--- config.mk ---
export PLATFORM = sky130hd
export DESIGN_NAME = rom_fetch_flat
export DESIGN_NICKNAME = d
export VERILOG_FILES = /design/src/rtl/rom_fetch_if.sv /design/src/rtl/rom_fetch.sv /design/src/flat_wrapper.sv
export SDC_FILE = /design/constraint.sdc
export NUM_CORES = 1
export LEC_CHECK = 0
export CORE_MARGIN = 3
export CORE_UTILIZATION = 38
export DETAILED_ROUTE_END_ITERATION = 6
export HOLD_SLACK_MARGIN = 0.15
export PLACE_DENSITY = 0.84
export SYNTH_ARGS = -nofsm -noshare
export SYNTH_HDL_FRONTEND = slang
export SYNTH_SLANG_ARGS = --single-unit
--- constraint.sdc ---
create_clock -name clk -period 2.7 [get_ports clk]
set_input_delay 0.54 -clock clk [delete_from_list [all_inputs] [get_ports clk]]
set_output_delay 0.54 -clock clk [all_outputs]
set_load 0.02 [all_outputs]
--- src/rtl/rom_fetch_if.sv ---
// Fetch-unit bundle: control inputs, ROM bus and instruction stream.
// master = fetch unit side, slave = environment (ROM + consumer + controller).
interface rom_fetch_if #(
    parameter int WIDTH = 8,
    parameter int DEPTH = 5
);
    logic             enable;
    logic             jump;
    logic [DEPTH-1:0] jump_addr;
    logic [DEPTH-1:0] rom_addr;
    logic             rom_cs;
    logic             rom_oe;
    logic [WIDTH-1:0] rom_data;
    logic [WIDTH-1:0] instr;
    logic             instr_valid;
    logic             instr_ready;
    logic [DEPTH-1:0] pc;

    modport master (
        input  enable, jump, jump_addr, rom_data, instr_ready,
        output rom_addr, rom_cs, rom_oe, instr, instr_valid, pc
    );

    modport slave (
        output enable, jump, jump_addr, rom_data, instr_ready,
        input  rom_addr, rom_cs, rom_oe, instr, instr_valid, pc
    );
endinterface

--- src/rtl/rom_fetch.sv ---
// Sequential ROM instruction fetcher with a small in-order instruction buffer.
// Define ROM_FETCH_PREFETCH_EN for a 2-entry buffer (one word/cycle); default is 1 entry.
module rom_fetch #(
    parameter int WIDTH = 8,
    parameter int DEPTH = 5
) (
    input  logic      clk,
    input  logic      rst,
    rom_fetch_if.master bus
);

`ifdef ROM_FETCH_PREFETCH_EN
    localparam int BUF_DEPTH = 2;
`else
    localparam int BUF_DEPTH = 1;
`endif
    localparam int CNT_W = 2;
    localparam logic [CNT_W-1:0] BUF_FULL = CNT_W'(BUF_DEPTH);

    typedef enum logic [1:0] {
        IDLE  = 2'd0,
        FETCH = 2'd1,
        WAIT  = 2'd2
    } state_t;

    state_t           state_reg, state_next;
    logic [DEPTH-1:0] pc_reg, pc_next;
    logic [CNT_W-1:0] count_reg, count_next;
    logic [CNT_W-1:0] count_after_pop;
    logic [WIDTH-1:0] buf_reg  [BUF_DEPTH];
    logic [WIDTH-1:0] buf_next [BUF_DEPTH];
    logic             push;
    logic             pop;

    // A jump discards everything in flight: no pop, no capture, buffer emptied.
    always_comb begin
        pop  = (count_reg != '0) && bus.instr_ready && !bus.jump;
        push = (state_reg == FETCH) && !bus.jump && ((count_reg < BUF_FULL) || pop);
        count_after_pop = count_reg - CNT_W'(pop);
    end

    // Buffer is kept head-aligned: entry 0 is always the oldest word.
    always_comb begin
        for (int i = 0; i < BUF_DEPTH; i++) begin
            buf_next[i] = buf_reg[i];
        end
        if (pop) begin
            for (int i = 0; i < BUF_DEPTH - 1; i++) begin
                buf_next[i] = buf_reg[i + 1];
            end
            buf_next[BUF_DEPTH - 1] = '0;
        end
        for (int i = 0; i < BUF_DEPTH; i++) begin
            if (push && (CNT_W'(i) == count_after_pop)) begin
                buf_next[i] = bus.rom_data;
            end
        end
    end

    always_comb begin
        count_next = count_after_pop + CNT_W'(push);
        pc_next    = pc_reg + {{(DEPTH-1){1'b0}}, push};
        state_next = state_reg;
        if (bus.jump) begin
            count_next = '0;
            pc_next    = bus.jump_addr;
            state_next = bus.enable ? FETCH : IDLE;
        end else if (!bus.enable) begin
            state_next = IDLE;
        end else if (count_next < BUF_FULL) begin
            state_next = FETCH;
        end else begin
            // Resuming with a full retained buffer parks in WAIT rather than overfilling.
            state_next = WAIT;
        end
    end

    always_ff @(posedge clk or posedge rst) begin
        if (rst) begin
            state_reg <= IDLE;
            pc_reg    <= '0;
            count_reg <= '0;
            for (int i = 0; i < BUF_DEPTH; i++) begin
                buf_reg[i] <= '0;
            end
        end else begin
            state_reg <= state_next;
            pc_reg    <= pc_next;
            count_reg <= count_next;
            for (int i = 0; i < BUF_DEPTH; i++) begin
                buf_reg[i] <= buf_next[i];
            end
        end
    end

    assign bus.rom_cs      = (state_reg != FETCH);
    assign bus.rom_oe      = (state_reg == FETCH);
    assign bus.rom_addr    = pc_reg;
    assign bus.pc          = pc_reg;
    assign bus.instr       = buf_reg[0];
    assign bus.instr_valid = (count_reg != '0);

endmodule
--- src/flat_wrapper.sv ---
// flat-port wrapper written by rule: the top's interface ports become plain ports
module rom_fetch_flat 
#(
    parameter int WIDTH = 8,
    parameter int DEPTH = 5
)
  (clk, rst, bus_enable, bus_jump, bus_jump_addr, bus_rom_data, bus_instr_ready, bus_rom_addr, bus_rom_cs, bus_rom_oe, bus_instr, bus_instr_valid, bus_pc);
  rom_fetch_if #(.WIDTH(WIDTH), .DEPTH(DEPTH)) bus_i ();
  input  logic clk;
  input  logic rst;
  input wire logic [$bits(bus_i.enable)-1:0] bus_enable;
  input wire logic [$bits(bus_i.jump)-1:0] bus_jump;
  input wire logic [$bits(bus_i.jump_addr)-1:0] bus_jump_addr;
  input wire logic [$bits(bus_i.rom_data)-1:0] bus_rom_data;
  input wire logic [$bits(bus_i.instr_ready)-1:0] bus_instr_ready;
  output wire logic [$bits(bus_i.rom_addr)-1:0] bus_rom_addr;
  output wire logic [$bits(bus_i.rom_cs)-1:0] bus_rom_cs;
  output wire logic [$bits(bus_i.rom_oe)-1:0] bus_rom_oe;
  output wire logic [$bits(bus_i.instr)-1:0] bus_instr;
  output wire logic [$bits(bus_i.instr_valid)-1:0] bus_instr_valid;
  output wire logic [$bits(bus_i.pc)-1:0] bus_pc;
  assign bus_i.enable = bus_enable;
  assign bus_i.jump = bus_jump;
  assign bus_i.jump_addr = bus_jump_addr;
  assign bus_i.rom_data = bus_rom_data;
  assign bus_i.instr_ready = bus_instr_ready;
  assign bus_rom_addr = bus_i.rom_addr;
  assign bus_rom_cs = bus_i.rom_cs;
  assign bus_rom_oe = bus_i.rom_oe;
  assign bus_instr = bus_i.instr;
  assign bus_instr_valid = bus_i.instr_valid;
  assign bus_pc = bus_i.pc;
  rom_fetch #(.WIDTH(WIDTH), .DEPTH(DEPTH)) u_core (.clk(clk), .rst(rst), .bus(bus_i));
endmodule
==> results.sh, run 1 <==
export IMPL_n_antenna_cell=0
export IMPL_cp_start_kind="flop"
export IMPL_ir_worst_vdd_uv=493
export IMPL_cts_htree_levels=1
export IMPL_r2r_setup_slack_ns=0.67
export IMPL_cp_cell_sequence="nor2_1 > buf_4 > inv_1 > clkdlybuf4s50_1"
export IMPL_synth_nets=112
export IMPL_required_ns=2.16
export IMPL_crit_path_top_delay_cell="clkdlybuf4s50_1"
export IMPL_synthCells=91
export IMPL_clkTransAtPathRegs_ns=0.10
export IMPL_hold_buffers=0
export IMPL_die_h_um=56.1
export IMPL_ys_async_sr_fraction=1.00
export IMPL_switching_share=0.399
export IMPL_cts_sinks=17
export IMPL_area_delta_synth_final_pct=44.3
export IMPL_std_cell_rows=17
export IMPL_setup_slack_ns=0.436
export IMPL_relSlewSlack=0.569
export IMPL_tns_ns=0
export IMPL_drc=0
export IMPL_hold_class="flop to flop"
export IMPL_synth_edf_count=0
export IMPL_clockBufferDepth=2
export IMPL_dieArea_sq_um=3140
export IMPL_worstPathArrival_ns=1.72
export IMPL_combPwrFrac=0.549
export IMPL_routabilityCongestion=0.829
export IMPL_clock_latency_ns=0.28
export IMPL_pwr_share_seq=0.338
export IMPL_antenna_found_initial=0
export IMPL_synthTopCellsByCount="17 x dfrtp_1, 14 x inv_1, 11 x o21ai_0"
export IMPL_track_usage=0.145
export IMPL_cts_tree="done"
export IMPL_wl_per_cell_um=13.9
export IMPL_num_vias=808
export IMPL_drt_pre_antenna_iters=4
export IMPL_synth_top_area_cell="dfrtp_1"
export IMPL_drtAntennaViolNets=0
export IMPL_overflow=0
export IMPL_initial_utilization=0.414
export IMPL_power_total_mw=1.19
export IMPL_grt_pass1_wl_um=3680
export IMPL_slew_viol_final=0
export IMPL_clock_fmax_ghz=0.442
export IMPL_crit_path_max_incr_delay_ns=0.53
export IMPL_regArea_sq_um=425
export IMPL_io_pins=39
export IMPL_drt_iter0_drc=25
export IMPL_largest_reg_flops=8
export IMPL_yosys_top_cells_area="dfrtp_1 45%, mux2i_1 8.4%, o21ai_0 5.8%"
export IMPL_cts_resized=0
export IMPL_wl_met1_um=935
export IMPL_synth_avg_cell_area_sq_um=10.5
export IMPL_wl_met3_um=192
export IMPL_run_status="finished, final reports clean"
export IMPL_ys_dominant_reg_cell="dfrtp_1"
export IMPL_io_buffers=38
export IMPL_fill_cells=210
export IMPL_crit_path_end_kind="output port"
export IMPL_synth_seq_cells=17
export IMPL_yosysMostFrequentCell="dfrtp_1"
export IMPL_placed_cells=154
export IMPL_ys_warn_count=0
export IMPL_setup_viol=0
export IMPL_critPathMaxFanout=9
export IMPL_powerDensity_nw_per_um2=870
export IMPL_synth_top_area_frac=0.447
export IMPL_criticalPathCategory="flop to output port"
export IMPL_min_period_ns=2.26
export IMPL_met2_length_um=1060
export IMPL_die_w_um=56.1
export IMPL_maxCapViolCount=0
export IMPL_grt_max_degree=18
export IMPL_wirelength_um=2200
export IMPL_p_leak_nw=0.658
export IMPL_drive_gt1_frac=0.108
export IMPL_rsz0062_at_grt="false"
export IMPL_grt_pass1_vias=815
export IMPL_cts_setup_buffers=0
export IMPL_internal_power_uw=718
export IMPL_post_drt_via_cell_ratio=5.11
export IMPL_ys_seq_area_frac=0.447
export IMPL_finalHoldViolations=0
export IMPL_power_share_clock=0.113
export IMPL_synthDistinctLibCells=27
export IMPL_power_switching_uw=476
export IMPL_coreArea_sq_um=2300
export IMPL_cts_buffers=3
export IMPL_clock_root_buffer="clkbuf_4"
export IMPL_place_ws_ns=0.254
export IMPL_tightestPinTransition_ns=0.646
export IMPL_final_nets=152
export IMPL_dp_hpwl_um=1690
export IMPL_skew_ns=0.00255
export IMPL_multiInputGateArea_sq_um=432
export IMPL_dr_max_layer_used="met4"
export IMPL_syn_cell_area_sq_um=952
export IMPL_fin_cells=158
export IMPL_period_share=0.839
[power groups by stage]
stage	logic, mW	clock network (mW)	registers (mW)
after floorplan	0.303	0	0.482
after global placement	0.641	0	0.404
after detailed placement	0.662	0	0.408
after CTS	0.664	0.141	0.406
after global routing	0.706	0.152	0.415
final	0.656	0.134	0.404
[layer usage]
| layer | up-vias | global-route usage |
|---|---|---|
| met5 | - | 0 |
| met4 | 0 | 0.0508 |
| met3 | 2 | 0.0325 |
| met2 | 42 | 0.234 |
| met1 | 383 | 0.191 |
| li1 | 381 | - |
[worst max-delay path: cells and delay by family, from the launching register on]
kind,cells,cell delay (ns)
flip-flops,1,0.48
AND/OR/NAND/NOR,1,0.21
buffers and inverters,3,0.76
[layout make-up]
class,count,share of cell area
inverters,14,0.0383
clock buffers,4,0.0191
multi-input cells,54,0.314
flip-flops and latches,17,0.310
well taps,28,0.0255
repair buffers,41,0.293
[kinds of logic (layout without fill, tap and decap cells)]
| logic type | after synthesis | count (layout) | share of synthesized area |
|---|---|---|---|
| buffers and inverters | 20 | 59 | 0.0999 |
| adders and majority gates | 3 | 3 | 0.0394 |
| xor gates and xnor gates | 5 | 5 | 0.0539 |
| AOI/OAI and AO/OA | 17 | 17 | 0.117 |
| and+or+nand+nor | 19 | 19 | 0.135 |
| DFF | 17 | 17 | 0.447 |
| muxes | 10 | 10 | 0.108 |
[path summary, 6_finish.rpt]
check                               startpoint                   to  cells after the start
setup / recovery           u_core.count_reg[1]      bus_instr_valid                      4
hold / removal             u_core.bus.instr[2]  u_core.bus.instr[2]                      2
setup reg to reg           u_core.count_reg[1]  u_core.state_reg[1]                      6
hold reg to reg            u_core.bus.instr[2]  u_core.bus.instr[2]                      2
max in group asynchronous                  rst  u_core.count_reg[1]                      2
min in group asynchronous                  rst     u_core.bus.pc[0]                      2
[through the flow]
step / hold slack [ns] / cell area [sq um] / utilization
finish: 0.560 / 1370 / 0.598
global route: 0.597 / 1370 / 0.598
CTS: 0.568 / 1370 / 0.598
detailed placement: 0.547 / 1350 / 0.587
global placement: 0.535 / 1350 / 0.587
floorplan: 0.466 / 952 / -
[cells in the final DEF, fill, tap and decap left out, types with 2 or more instances in the layout]
cell type,n
buf_4,3
clkbuf_4,3
clkdlybuf4s50_1,38
dfrtp_1,17
ha_1,3
inv_1,14
mux2_2,2
mux2i_1,8
nand2_1,4
nand2b_1,2
nand3_1,4
nor2_1,2
nor3_1,2
o21ai_0,11
xor2_1,3
Power figures use the tool's default switching activity.
==> run 2, diff against run 1 <==
==> constraint.sdc (replaced) <==
create_clock -name clk -period 2.18 [get_ports clk]
set_input_delay 0.436 -clock clk [delete_from_list [all_inputs] [get_ports clk]]
set_output_delay 0.436 -clock clk [all_outputs]
set_load 0.02 [all_outputs]
==> run 2 against run 1 <==
Clock skew grew 0.0017 ns. Non-clock buffer count grew 4. Combinational power grew 27%.
==> results.sh, run 2 (same netlist as run 1, synthesis figures left out) <==
export IMPL_run_status="finished, final reports clean"
export IMPL_drt_iter0_drc=12
export IMPL_io_buffers=38
export IMPL_area_delta_synth_final_pct=47.8
export IMPL_reg2reg_to="u_core.state_reg[1]"
export IMPL_rsz0062_at_grt="false"
export IMPL_n_antenna_cell=0
export IMPL_critPathMaxFanout=4
export IMPL_p_leak_nw=0.677
export IMPL_fin_area_sq_um=1410
export IMPL_min_period_ns=2.04
export IMPL_final_core_util=0.613
export IMPL_coreArea_sq_um=2300
export IMPL_final_nets=156
export IMPL_relSlewSlack=0.575
export IMPL_worstPathArrival_ns=1.60
export IMPL_cts_setup_buffers=0
export IMPL_cts_htree_levels=1
export IMPL_cts_sinks=17
export IMPL_period_share=0.935
export IMPL_r2r_setup_slack_ns=0.28
export IMPL_grt_max_degree=18
export IMPL_criticalPathCategory="flop to output port"
export IMPL_tightestPinTransition_ns=0.637
export IMPL_finalHoldViolations=0
export IMPL_crit_path_end_kind="output port"
export IMPL_die_w_um=56.1
export IMPL_drc=0
export IMPL_track_usage=0.145
export IMPL_dpl_cell_area_sq_um=1380
export IMPL_grt_pass1_wl_um=3570
export IMPL_grt_pass1_vias=796
export IMPL_die_h_um=56.1
export IMPL_hold_buffers=0
export IMPL_drtAntennaViolNets=0
export IMPL_cts_buffers=3
export IMPL_io_pins=39
export IMPL_power_total_mw=1.51
export IMPL_cts_tree="done"
export IMPL_clockBufferDepth=2
export IMPL_wirelength_um=2050
export IMPL_drt_pre_antenna_iters=4
export IMPL_setup_viol=0
export IMPL_tns_ns=0
export IMPL_powerDensity_nw_per_um2=1070
export IMPL_reg2regPathDepth=6
export IMPL_num_vias=799
export IMPL_wl_per_cell_um=12.7
export IMPL_place_ws_ns=-0.0860
export IMPL_required_ns=1.74
export IMPL_antenna_found_initial=0
export IMPL_ir_worst_vdd_uv=705
export IMPL_post_drt_via_cell_ratio=4.93
export IMPL_dieArea_sq_um=3140
export IMPL_initial_utilization=0.414
export IMPL_r2r_start="u_core.count_reg[1]"
export IMPL_layout_common_cells="38 x clkdlybuf4s50_1, 17 x dfrtp_1, 14 x inv_1"
export IMPL_clock_fmax_ghz=0.491
export IMPL_cts_resized=0
export IMPL_slew_viol_final=0
export IMPL_routabilityCongestion=0.796
export IMPL_clock_latency_ns=0.30
export IMPL_maxCapViolCount=0
export IMPL_skew_ns=0.00429
export IMPL_drive_gt1_frac=0.142
export IMPL_dp_hpwl_um=1640
export IMPL_overflow=0
export IMPL_std_cell_rows=17
export IMPL_clock_root_buffer="clkbuf_4"
export IMPL_setup_slack_ns=0.143
export IMPL_cp_start_kind="flop"
export IMPL_clkTransAtPathRegs_ns=0.11
export IMPL_fill_cells=207
export IMPL_largest_reg_flops=8
export IMPL_hold_class="input pin to asynchronous set/reset pin"
export IMPL_final_common_cell="clkdlybuf4s50_1"
run 2: changes by cell type in the layout (fill, tap and decap cells not counted), sizes merged:
cell      delta
buf          +4
clkinvlp     +1
clkbuf       -1
run 2: layer usage:
metal | part of all wire | wire (um) | track usage | vias to the layer above
li1 | - | - | - | 390
met1 | 0.45 | 925 | 0.187 | 373
met2 | 0.46 | 937 | 0.229 | 32
met3 | 0.079 | 163 | 0.0348 | 4
met4 | 0.013 | 27 | 0.0610 | 0
met5 | 0 | 0 | 0 | -
run 2: cell type report:
class                           count  area [sq um]  share of cell area
Sequential cell                    17           425               0.302
Timing Repair Buffer               45           433               0.308
Clock buffer                        3          22.5              0.0160
Inverter                           14          52.6              0.0373
Tap cell                           28          35.0              0.0249
Clock inverter                      1          7.51             0.00533
Multi-Input combinational cell     54           432               0.307
run 2: power breakdown:
part	leakage, nW	total (mW)	internal (mW)	switching [mW]
Sequential	0.213	0.500	0.419	0.0808
Combinational	0.450	0.833	0.418	0.415
Clock	0.0139	0.176	0.0699	0.106
Total	0.677	1.51	0.907	0.602
run 2: through the flow:
stage / std cells / hold slack, ns
after floorplan: 91 / 0.362
after global placement: 158 / 0.534
after detailed placement: 158 / 0.541
after CTS: 162 / 0.522
after global routing: 162 / 0.559
final: 162 / 0.509
run 2: worst max-delay path by stage:
stage / from / end / slack, ns / depth (start not counted)
after floorplan: u_core.count_reg[1] / u_core.state_reg[1] / 0.22 / 6
after global placement: bus_jump / u_core.state_reg[1] / -0.08 / 7
after detailed placement: bus_jump / u_core.state_reg[1] / -0.09 / 7
after CTS: u_core.state_reg[1] / bus_rom_oe / 0.13 / 3
after global routing: u_core.count_reg[1] / bus_instr_valid / 0.07 / 3
final: u_core.state_reg[1] / bus_rom_oe / 0.14 / 3
run 2: worst max-delay path: stages, from the launching register on:
cell	delay (ns)
dfrtp_1	0.42
nand2b_1	0.22
inv_1	0.08
clkdlybuf4s50_1	0.59
==> run 3, diff against run 2 <==
--- a/config.mk
+++ b/config.mk
@@ -10,6 +10,7 @@
 export DETAILED_ROUTE_END_ITERATION = 6
 export HOLD_SLACK_MARGIN = 0.15
 export PLACE_DENSITY = 0.84
+export SLEW_MARGIN = 30
 export SYNTH_ARGS = -nofsm -noshare
 export SYNTH_HDL_FRONTEND = slang
 export SYNTH_SLANG_ARGS = --single-unit
==> results of run 3 <==
No change in the layout: final DEF, timing and power equal those of run 2.
